## src/rtl/cache_pkg.sv

```systemverilog
// Shared cache definitions used by the tag RAM, the tag matcher and the controller.
package cache_pkg;

  localparam int unsigned TAG_W_DEFAULT = 3;
  localparam int unsigned WAYS_DEFAULT  = 4;
  localparam int unsigned WAY_W_DEFAULT = $clog2(WAYS_DEFAULT);

  typedef logic [TAG_W_DEFAULT-1:0] tag_t;

endpackage

```

## src/rtl/way_priority_enc.sv

```systemverilog
// Combinational way encoder: lowest set index, any-set and more-than-one-set flags.
module way_priority_enc #(
  parameter int unsigned WAYS  = 4,
  parameter int unsigned WAY_W = 2
) (
  input  logic [WAYS-1:0]  vec_i,
  output logic [WAY_W-1:0] idx_o,
  output logic             any_o,
  output logic             multi_o
);

  // Scan from the top down so the lowest set bit is the last to write idx_o.
  always_comb begin
    idx_o = '0;
    for (int i = WAYS - 1; i >= 0; i--) begin
      if (vec_i[i]) begin
        idx_o = WAY_W'(i);
      end
    end
    any_o   = |vec_i;
    // Clearing the lowest set bit leaves something only if two or more were set.
    multi_o = |(vec_i & (vec_i - WAYS'(1)));
  end

endmodule

```

## src/rtl/tag_match_pipe.sv

```systemverilog
// Two-stage tag matcher: S1 captures the set read, S2 holds the registered compare result.
module tag_match_pipe
  import cache_pkg::*;
#(
  parameter int unsigned TAG_W = TAG_W_DEFAULT,
  parameter int unsigned WAYS  = WAYS_DEFAULT,
  parameter int unsigned CNT_W = 16,
  localparam int unsigned WAY_W = $clog2(WAYS)
) (
  input  logic                  clk,
  input  logic                  rst_n,
  input  logic                  req_valid,
  output logic                  req_ready,
  input  logic [TAG_W-1:0]      req_tag,
  input  logic [WAYS*TAG_W-1:0] way_tags,
  input  logic [WAYS-1:0]       way_valid,
  output logic                  rsp_valid,
  input  logic                  rsp_ready,
  output logic                  rsp_hit,
  output logic [WAY_W-1:0]      rsp_way,
  output logic [WAYS-1:0]       rsp_hit_vec,
  output logic                  rsp_multi_hit,
  input  logic                  stat_clear,
  output logic [CNT_W-1:0]      hit_count,
  output logic [CNT_W-1:0]      miss_count
);

  localparam logic [CNT_W-1:0] CntMax = '1;

  logic                  s1_valid_q, s1_valid_d;
  logic [TAG_W-1:0]      s1_tag_q, s1_tag_d;
  logic [WAYS*TAG_W-1:0] s1_tags_q, s1_tags_d;
  logic [WAYS-1:0]       s1_wvalid_q, s1_wvalid_d;

  logic                  s2_valid_q, s2_valid_d;
  logic                  s2_hit_q, s2_hit_d;
  logic [WAY_W-1:0]      s2_way_q, s2_way_d;
  logic [WAYS-1:0]       s2_vec_q, s2_vec_d;
  logic                  s2_multi_q, s2_multi_d;

  logic [CNT_W-1:0]      hit_cnt_q, hit_cnt_d;
  logic [CNT_W-1:0]      miss_cnt_q, miss_cnt_d;

  logic                  rsp_fire, s1_advance, req_fire;
  logic [WAYS-1:0]       hit_vec;
  logic [WAY_W-1:0]      enc_way;
  logic                  enc_any, enc_multi;

  assign rsp_fire   = s2_valid_q & rsp_ready;
  assign s1_advance = ~s2_valid_q | rsp_fire;
  assign req_ready  = ~s1_valid_q | s1_advance;
  assign req_fire   = req_valid & req_ready;

  // Per-way compare on the captured set; invalid ways are masked out.
  always_comb begin
    hit_vec = '0;
    for (int i = 0; i < WAYS; i++) begin
      hit_vec[i] = s1_wvalid_q[i] && (s1_tags_q[i*TAG_W +: TAG_W] == s1_tag_q);
    end
  end

  way_priority_enc #(
    .WAYS  (WAYS),
    .WAY_W (WAY_W)
  ) u_enc (
    .vec_i   (hit_vec),
    .idx_o   (enc_way),
    .any_o   (enc_any),
    .multi_o (enc_multi)
  );

  // Stage next-state: each stage refills only when it is empty or draining this cycle.
  always_comb begin
    s1_valid_d  = s1_valid_q;
    s1_tag_d    = s1_tag_q;
    s1_tags_d   = s1_tags_q;
    s1_wvalid_d = s1_wvalid_q;
    if (req_ready) begin
      s1_valid_d = req_valid;
    end
    if (req_fire) begin
      s1_tag_d    = req_tag;
      s1_tags_d   = way_tags;
      s1_wvalid_d = way_valid;
    end

    s2_valid_d = s2_valid_q;
    s2_hit_d   = s2_hit_q;
    s2_way_d   = s2_way_q;
    s2_vec_d   = s2_vec_q;
    s2_multi_d = s2_multi_q;
    if (s1_advance) begin
      s2_valid_d = s1_valid_q;
      if (s1_valid_q) begin
        s2_hit_d   = enc_any;
        s2_way_d   = enc_way;
        s2_vec_d   = hit_vec;
        s2_multi_d = enc_multi;
      end
    end
  end

  // Saturating statistics; a clear wins over a coincident increment.
  always_comb begin
    hit_cnt_d  = hit_cnt_q;
    miss_cnt_d = miss_cnt_q;
    if (stat_clear) begin
      hit_cnt_d  = '0;
      miss_cnt_d = '0;
    end else if (rsp_fire) begin
      if (s2_hit_q) begin
        if (hit_cnt_q != CntMax) hit_cnt_d = hit_cnt_q + CNT_W'(1);
      end else begin
        if (miss_cnt_q != CntMax) miss_cnt_d = miss_cnt_q + CNT_W'(1);
      end
    end
  end

  // State registers; reset discards anything in flight.
  always_ff @(posedge clk or negedge rst_n) begin
    if (!rst_n) begin
      s1_valid_q  <= 1'b0;
      s1_tag_q    <= '0;
      s1_tags_q   <= '0;
      s1_wvalid_q <= '0;
      s2_valid_q  <= 1'b0;
      s2_hit_q    <= 1'b0;
      s2_way_q    <= '0;
      s2_vec_q    <= '0;
      s2_multi_q  <= 1'b0;
      hit_cnt_q   <= '0;
      miss_cnt_q  <= '0;
    end else begin
      s1_valid_q  <= s1_valid_d;
      s1_tag_q    <= s1_tag_d;
      s1_tags_q   <= s1_tags_d;
      s1_wvalid_q <= s1_wvalid_d;
      s2_valid_q  <= s2_valid_d;
      s2_hit_q    <= s2_hit_d;
      s2_way_q    <= s2_way_d;
      s2_vec_q    <= s2_vec_d;
      s2_multi_q  <= s2_multi_d;
      hit_cnt_q   <= hit_cnt_d;
      miss_cnt_q  <= miss_cnt_d;
    end
  end

  assign rsp_valid     = s2_valid_q;
  assign rsp_hit       = s2_hit_q;
  assign rsp_way       = s2_way_q;
  assign rsp_hit_vec   = s2_vec_q;
  assign rsp_multi_hit = s2_multi_q;
  assign hit_count     = hit_cnt_q;
  assign miss_count    = miss_cnt_q;

endmodule

```

## config.mk

```make
export PLATFORM = sky130hd
export DESIGN_NAME = tag_match_pipe
export DESIGN_NICKNAME = d
export VERILOG_FILES = /design/src/rtl/cache_pkg.sv /design/src/rtl/way_priority_enc.sv /design/src/rtl/tag_match_pipe.sv
export SDC_FILE = /design/constraint.sdc
export NUM_CORES = 1
export LEC_CHECK = 0
export ABC_CLOCK_PERIOD_IN_PS = 2000
export CAP_MARGIN = 25
export CORE_UTILIZATION = 35
export DETAILED_ROUTE_END_ITERATION = 16
export PLACE_DENSITY = 0.58
export SYNTH_ARGS = -nofsm -noshare
export SYNTH_HDL_FRONTEND = slang
export SYNTH_HIERARCHICAL = 1
export SYNTH_SLANG_ARGS = --single-unit
```

## constraint.sdc

```tcl
create_clock -name clk -period 2 [get_ports clk]
set_clock_uncertainty 0.05 [all_clocks]
set_input_delay 0.3 -clock clk [delete_from_list [all_inputs] [get_ports clk]]
set_output_delay 0.3 -clock clk [all_outputs]
set_load 0.01 [all_outputs]
```

Yosys cells after proc, flatten, opt, wreduce, memory -nomap -nowiden:

Index checks and enable logic that the tools add are counted.

* flip-flop bits (word level): 61
* input bits: 24
* output and inout port bits: 42
* logic and storage cells: 53

* add/sub/neg operators: 3
* equality and inequality tests: 7
* multiplexer cells: 12
* bitwise logic cells: 7
* reductions and logical operators: 13

Operator list (number)
* $mux 16: 8
* $add 16x1->16 const B: 2
* $ne 16x16->1 const B: 2
* $eq 3x3->1: 4
* $mux 2: 4
* $reduce_bool 2->1: 4
* $reduce_or 4->1: 2
* $reduce_and 3->1: 2
* $and 4x4->4: 1
* $logic_and 1x1->1: 4
* $sub 4x1->4 const B: 1
* $and 1x1->1: 2
* $ne 2x2->1 const B: 1
* $not 1->1: 2
* $or 1x1->1: 2
* $reduce_and 2->1: 1

Longest topological paths before layout:

* depth in word-level cells: 6
* gate-level depth with buffers: 7
* mapped depth without buffers: 6

By module:

Netlist, hierarchy kept.

Modules (own cells, without submodules)
* tag_match_pipe: instances 1, cells an instance 282, area an instance 3020.4 um^2, seq. area each 1526.5 um^2
* way_priority_enc: instances 1, cells an instance 10, area an instance 47.5 um^2, seq. area each 0.0 um^2

Worst setup path before layout:

OpenSTA, ideal clock, no wires.

* path kind: register -> register
* start point: reg hit_cnt_q[3], in the netlist hit_count[3]
* end point: reg hit_cnt_q[11], in the netlist hit_count[11]
* library setup time: 78 ps
* arrival time: 1871 ps
* data required time: 1872 ps
* slack: 1 ps
* cell stages (with the launch flop): 6
* path buffers: 1
* clock period less this slack: 1999 ps
* cells stage by stage: dfrtp_1 > nand4_2 > or4_1 > buf_2 > or4_1 > a21oi_1

* longest elaborated chain between the ends: 5
* elaborated cells between the ends (all ways): 8
* classes of those cells: 1 x add/sub; 1 x eq/ne; 4 x mux; 2 x reduce/logical

Ends and longest elaborated chain
* from (decl): line tag_match_pipe.sv:41 `logic [CNT_W-1:0] hit_cnt_q, hit_cnt_d;`
* from (signal assigned): line tag_match_pipe.sv:143 `hit_cnt_q <= hit_cnt_d;`
* $add 16x1->16: line tag_match_pipe.sv:112 `if (hit_cnt_q != CntMax) hit_cnt_d = hit_cnt_q + CNT_W'(1);`
* $mux 16: line tag_match_pipe.sv:112
* $mux 16: line tag_match_pipe.sv:111 `if (s2_hit_q) begin`
* $mux 16: line tag_match_pipe.sv:110 `end else if (rsp_fire) begin`
* $mux 16: line tag_match_pipe.sv:107 `if (stat_clear) begin`

Several ways; a longest one is shown, not always the timed one. The select of a mux whose other input is x is not followed.
A chain may end at the register's enable or synchronous reset.

Worst setup path after layout:

* start point: reg hit_cnt_q[6], in the netlist hit_count[6]
* end point: reg hit_cnt_q[11], in the netlist hit_count[11]

Same word-level chain as after synthesis.

==> results_dict.tcl <==
set metrics [dict create \
    clk_latency_ns 0.34 \
    syn_inst 292 \
    grt_pass1_vias 2378 \
    finalPower_w 0.00313 \
    cp.arrival_ns 2.15 \
    regToRegEndpoint "hit_count[11]" \
    hold_viol 0 \
    boundaryPins 66 \
    worst_slew_pin_slew_ns 0.387 \
    synth_edf_count 0 \
    r2r_cells 4 \
    die_h_um 95.6 \
    grt_remaining_overflow 0 \
    fin_worst_hold_slack_ns 0.445 \
    die_w_um 95.6 \
    clockBufferDepth 2 \
    clockRootBuffer "clkbuf_8" \
    fin_crit_ns 1.93 \
    num-nets-final 416 \
    rsz0062_at_grt "true" \
    intPower_w 0.00232 \
    vias 2616 \
    p_leak_nw 1.70 \
    dr.pass1.iters 4 \
    max-vdd-ir-drop_v 0.000464 \
    hold_class "in -> async" \
    status "complete, no violations" \
    core_area_sq_um 8340 \
    start_util 0.368 \
    setup_viol 0 \
    gp_congestion 0.731 \
    max-cap-violations 0 \
    yosys.area.top_type "dfrtp_1" \
    crit_type "reg -> reg" \
    startpoint "hit_count[6]" \
    netSwitchingPower_w 0.000813 \
    clkSinkCount 61 \
    area_growth_pct 40.3 \
    synth_top_area_frac 0.498 \
    synth_seq_cells 61 \
    synth_flop_cell "dfrtp_1" \
    synth.net_count 318 \
    grt_pass1_wl_mm 11.6 \
    netlist_area_sq_um 3070 \
    grt_max_degree 62 \
    h-tree-depth 3 \
    critPathLaunchType "flop" \
    hpwl_mm 5.02 \
    drt-vias-per-instance 5.24 \
    end_kind "flop" \
    final_cell_mix "clkdlybuf4s50_1 (63), dfrtp_1 (61), buf_4 (31)" \
    ant_nets 0 \
    maxSlewViolCount 0 \
    clock.fmax_mhz 519 \
    drc 0 \
    wire_per_inst_um 14.1 \
    post-route-util 0.516 \
    antenna_found_initial 0 \
    diodes 0 \
    worstPathRequired_ns 2.22 \
    swShare 0.260 \
    max_slew_margin 0.741 \
    cts-buffers-inserted 9 \
    period_share 0.964 \
    drtIter0Drc 99 \
    async_flop_share 1.00 \
    power.density_nw_per_um2 727 \
    clock_power_share 0.355 \
    synthTopCellsByArea "dfrtp_1 (50%), mux2_2 (11%), a21oi_1 (4.1%)" \
    p_comb_frac 0.187 \
    yosysSeqAreaShare 0.498 \
    synth.distinct_cells 44 \
    synth_warnings 6 \
    timing.rr.start "hit_count[6]" \
    reg2reg_slack_ns 0.07 \
    pwr-share-seq 0.457 \
    die_area_sq_um 9140 \
    layout_commonest_cell "clkdlybuf4s50_1" \
    routed_wl_mm 7.05 \
    portBuffers 65 \
    syn_avg_cell_area_sq_um 10.5 \
    cp_max_fo 5 \
    clkTransAtPathRegs_ns 0.07 \
    rows 33 \
    cts_tree "built" \
    layout-drive-gt1-share 0.231 \
    gr-usage-all-layers 0.167 \
]
==> final cells by class <==
class | instances | area, sq um
fill | 778 | 4040
sequential | 61 | 1530
multi-input combinational | 209 | 1480
timing repair buffer | 99 | 927
clock buffer | 11 | 151
tap | 105 | 131
clock inverter | 4 | 47.5
inverter | 10 | 37.5
==> layer usage <==
layer | global-route usage | part of all wire | up-vias
li1 | - | - | 1297
met1 | 0.226 | 0.47 | 1247
met2 | 0.255 | 0.48 | 66
met3 | 0.0550 | 0.049 | 6
met4 | 0.0485 | 0.010 | 0
met5 | 0 | 0 | -
==> how the worst max path moves through the flow <==
stage / cells past startpoint / slack, ns / end
floorplan: 5 / 0.001 / hit_count[11]
global placement: 5 / -0.24 / hit_count[11]
detailed placement: 5 / -0.30 / hit_count[11]
CTS: 4 / 0.01 / hit_count[11]
global route: 5 / -0.04 / miss_count[12]
finish: 4 / 0.07 / hit_count[11]
==> state kept, by name, indices dropped and copies added, names as in the netlist <==
name,cells
s1_tags_q,12
hit_count,16
rsp_way,2
s1_tag_q,3
rsp_hit_vec,4
s1_valid_q,1
miss_count,16
s1_wvalid_q,4
rsp_valid,1
rsp_multi_hit,1
rsp_hit,1
==> cells by family after synthesis <==
kind of cell               Yosys count  share of synthesized area
adders and majority gates            2                    0.00816
and+or+nand+nor                    107                      0.200
DFF                                 61                      0.498
muxes                               30                      0.110
AOI/OAI and AO/OA                   58                      0.118
xor gates and xnor gates            12                     0.0343
buffers and inverters               22                     0.0318
==> Yosys cell counts, types with 7 or more instances <==
| cell | number |
|---|---|
| dfrtp_1 | 61 |
| mux2_2 | 29 |
| a21oi_1 | 25 |
| nand2_1 | 18 |
| or4_1 | 16 |
| o31ai_1 | 15 |
| nand3_1 | 13 |
| nor3_1 | 12 |
| inv_1 | 10 |
| nor2_1 | 9 |
| clkbuf_1 | 8 |
| or3_1 | 8 |
| xor2_1 | 8 |
| o21ai_0 | 7 |
==> metrics by stage <==
stage               cells  TNS, ns  worst slack (ns)  instance area, sq um
floorplan             292        0           0.00112                  3070
global placement      481    -2.98            -0.239                  4040
detailed placement    481    -3.42            -0.303                  4040
CTS                   497        0            0.0120                  4250
global route          499  -0.0509           -0.0357                  4300
finish                499        0            0.0723                  4300
==> critical path, cell delays in order, from the launching register on <==
cell and delay [ns]:
dfrtp_1 0.42, nand4_2 0.14, or4_4 0.57, or4_4 0.53, a21oi_2 0.15
==> timing repair <==
action / CTS / global route
gates resized for setup: 1 / 9
endpoints found under the hold margin: 61 / 0
hold buffers: 1 / 0
pin swaps: 0 / 0
buffers inserted: 0 / 2
endpoints found under the setup margin: 1 / 7
==> power by group through the flow <==
stage / clock, W / combinational [W] / sequential (W)
after CTS: 0.00115 / 0.000591 / 0.00143
after detailed placement: 0 / 0.000589 / 0.00146
after global placement: 0 / 0.000584 / 0.00145
final: 0.00111 / 0.000587 / 0.00143
after global routing: 0.00121 / 0.000647 / 0.00145
after floorplan: 0 / 0.000291 / 0.00145
(Power assumes the default switching activity.)
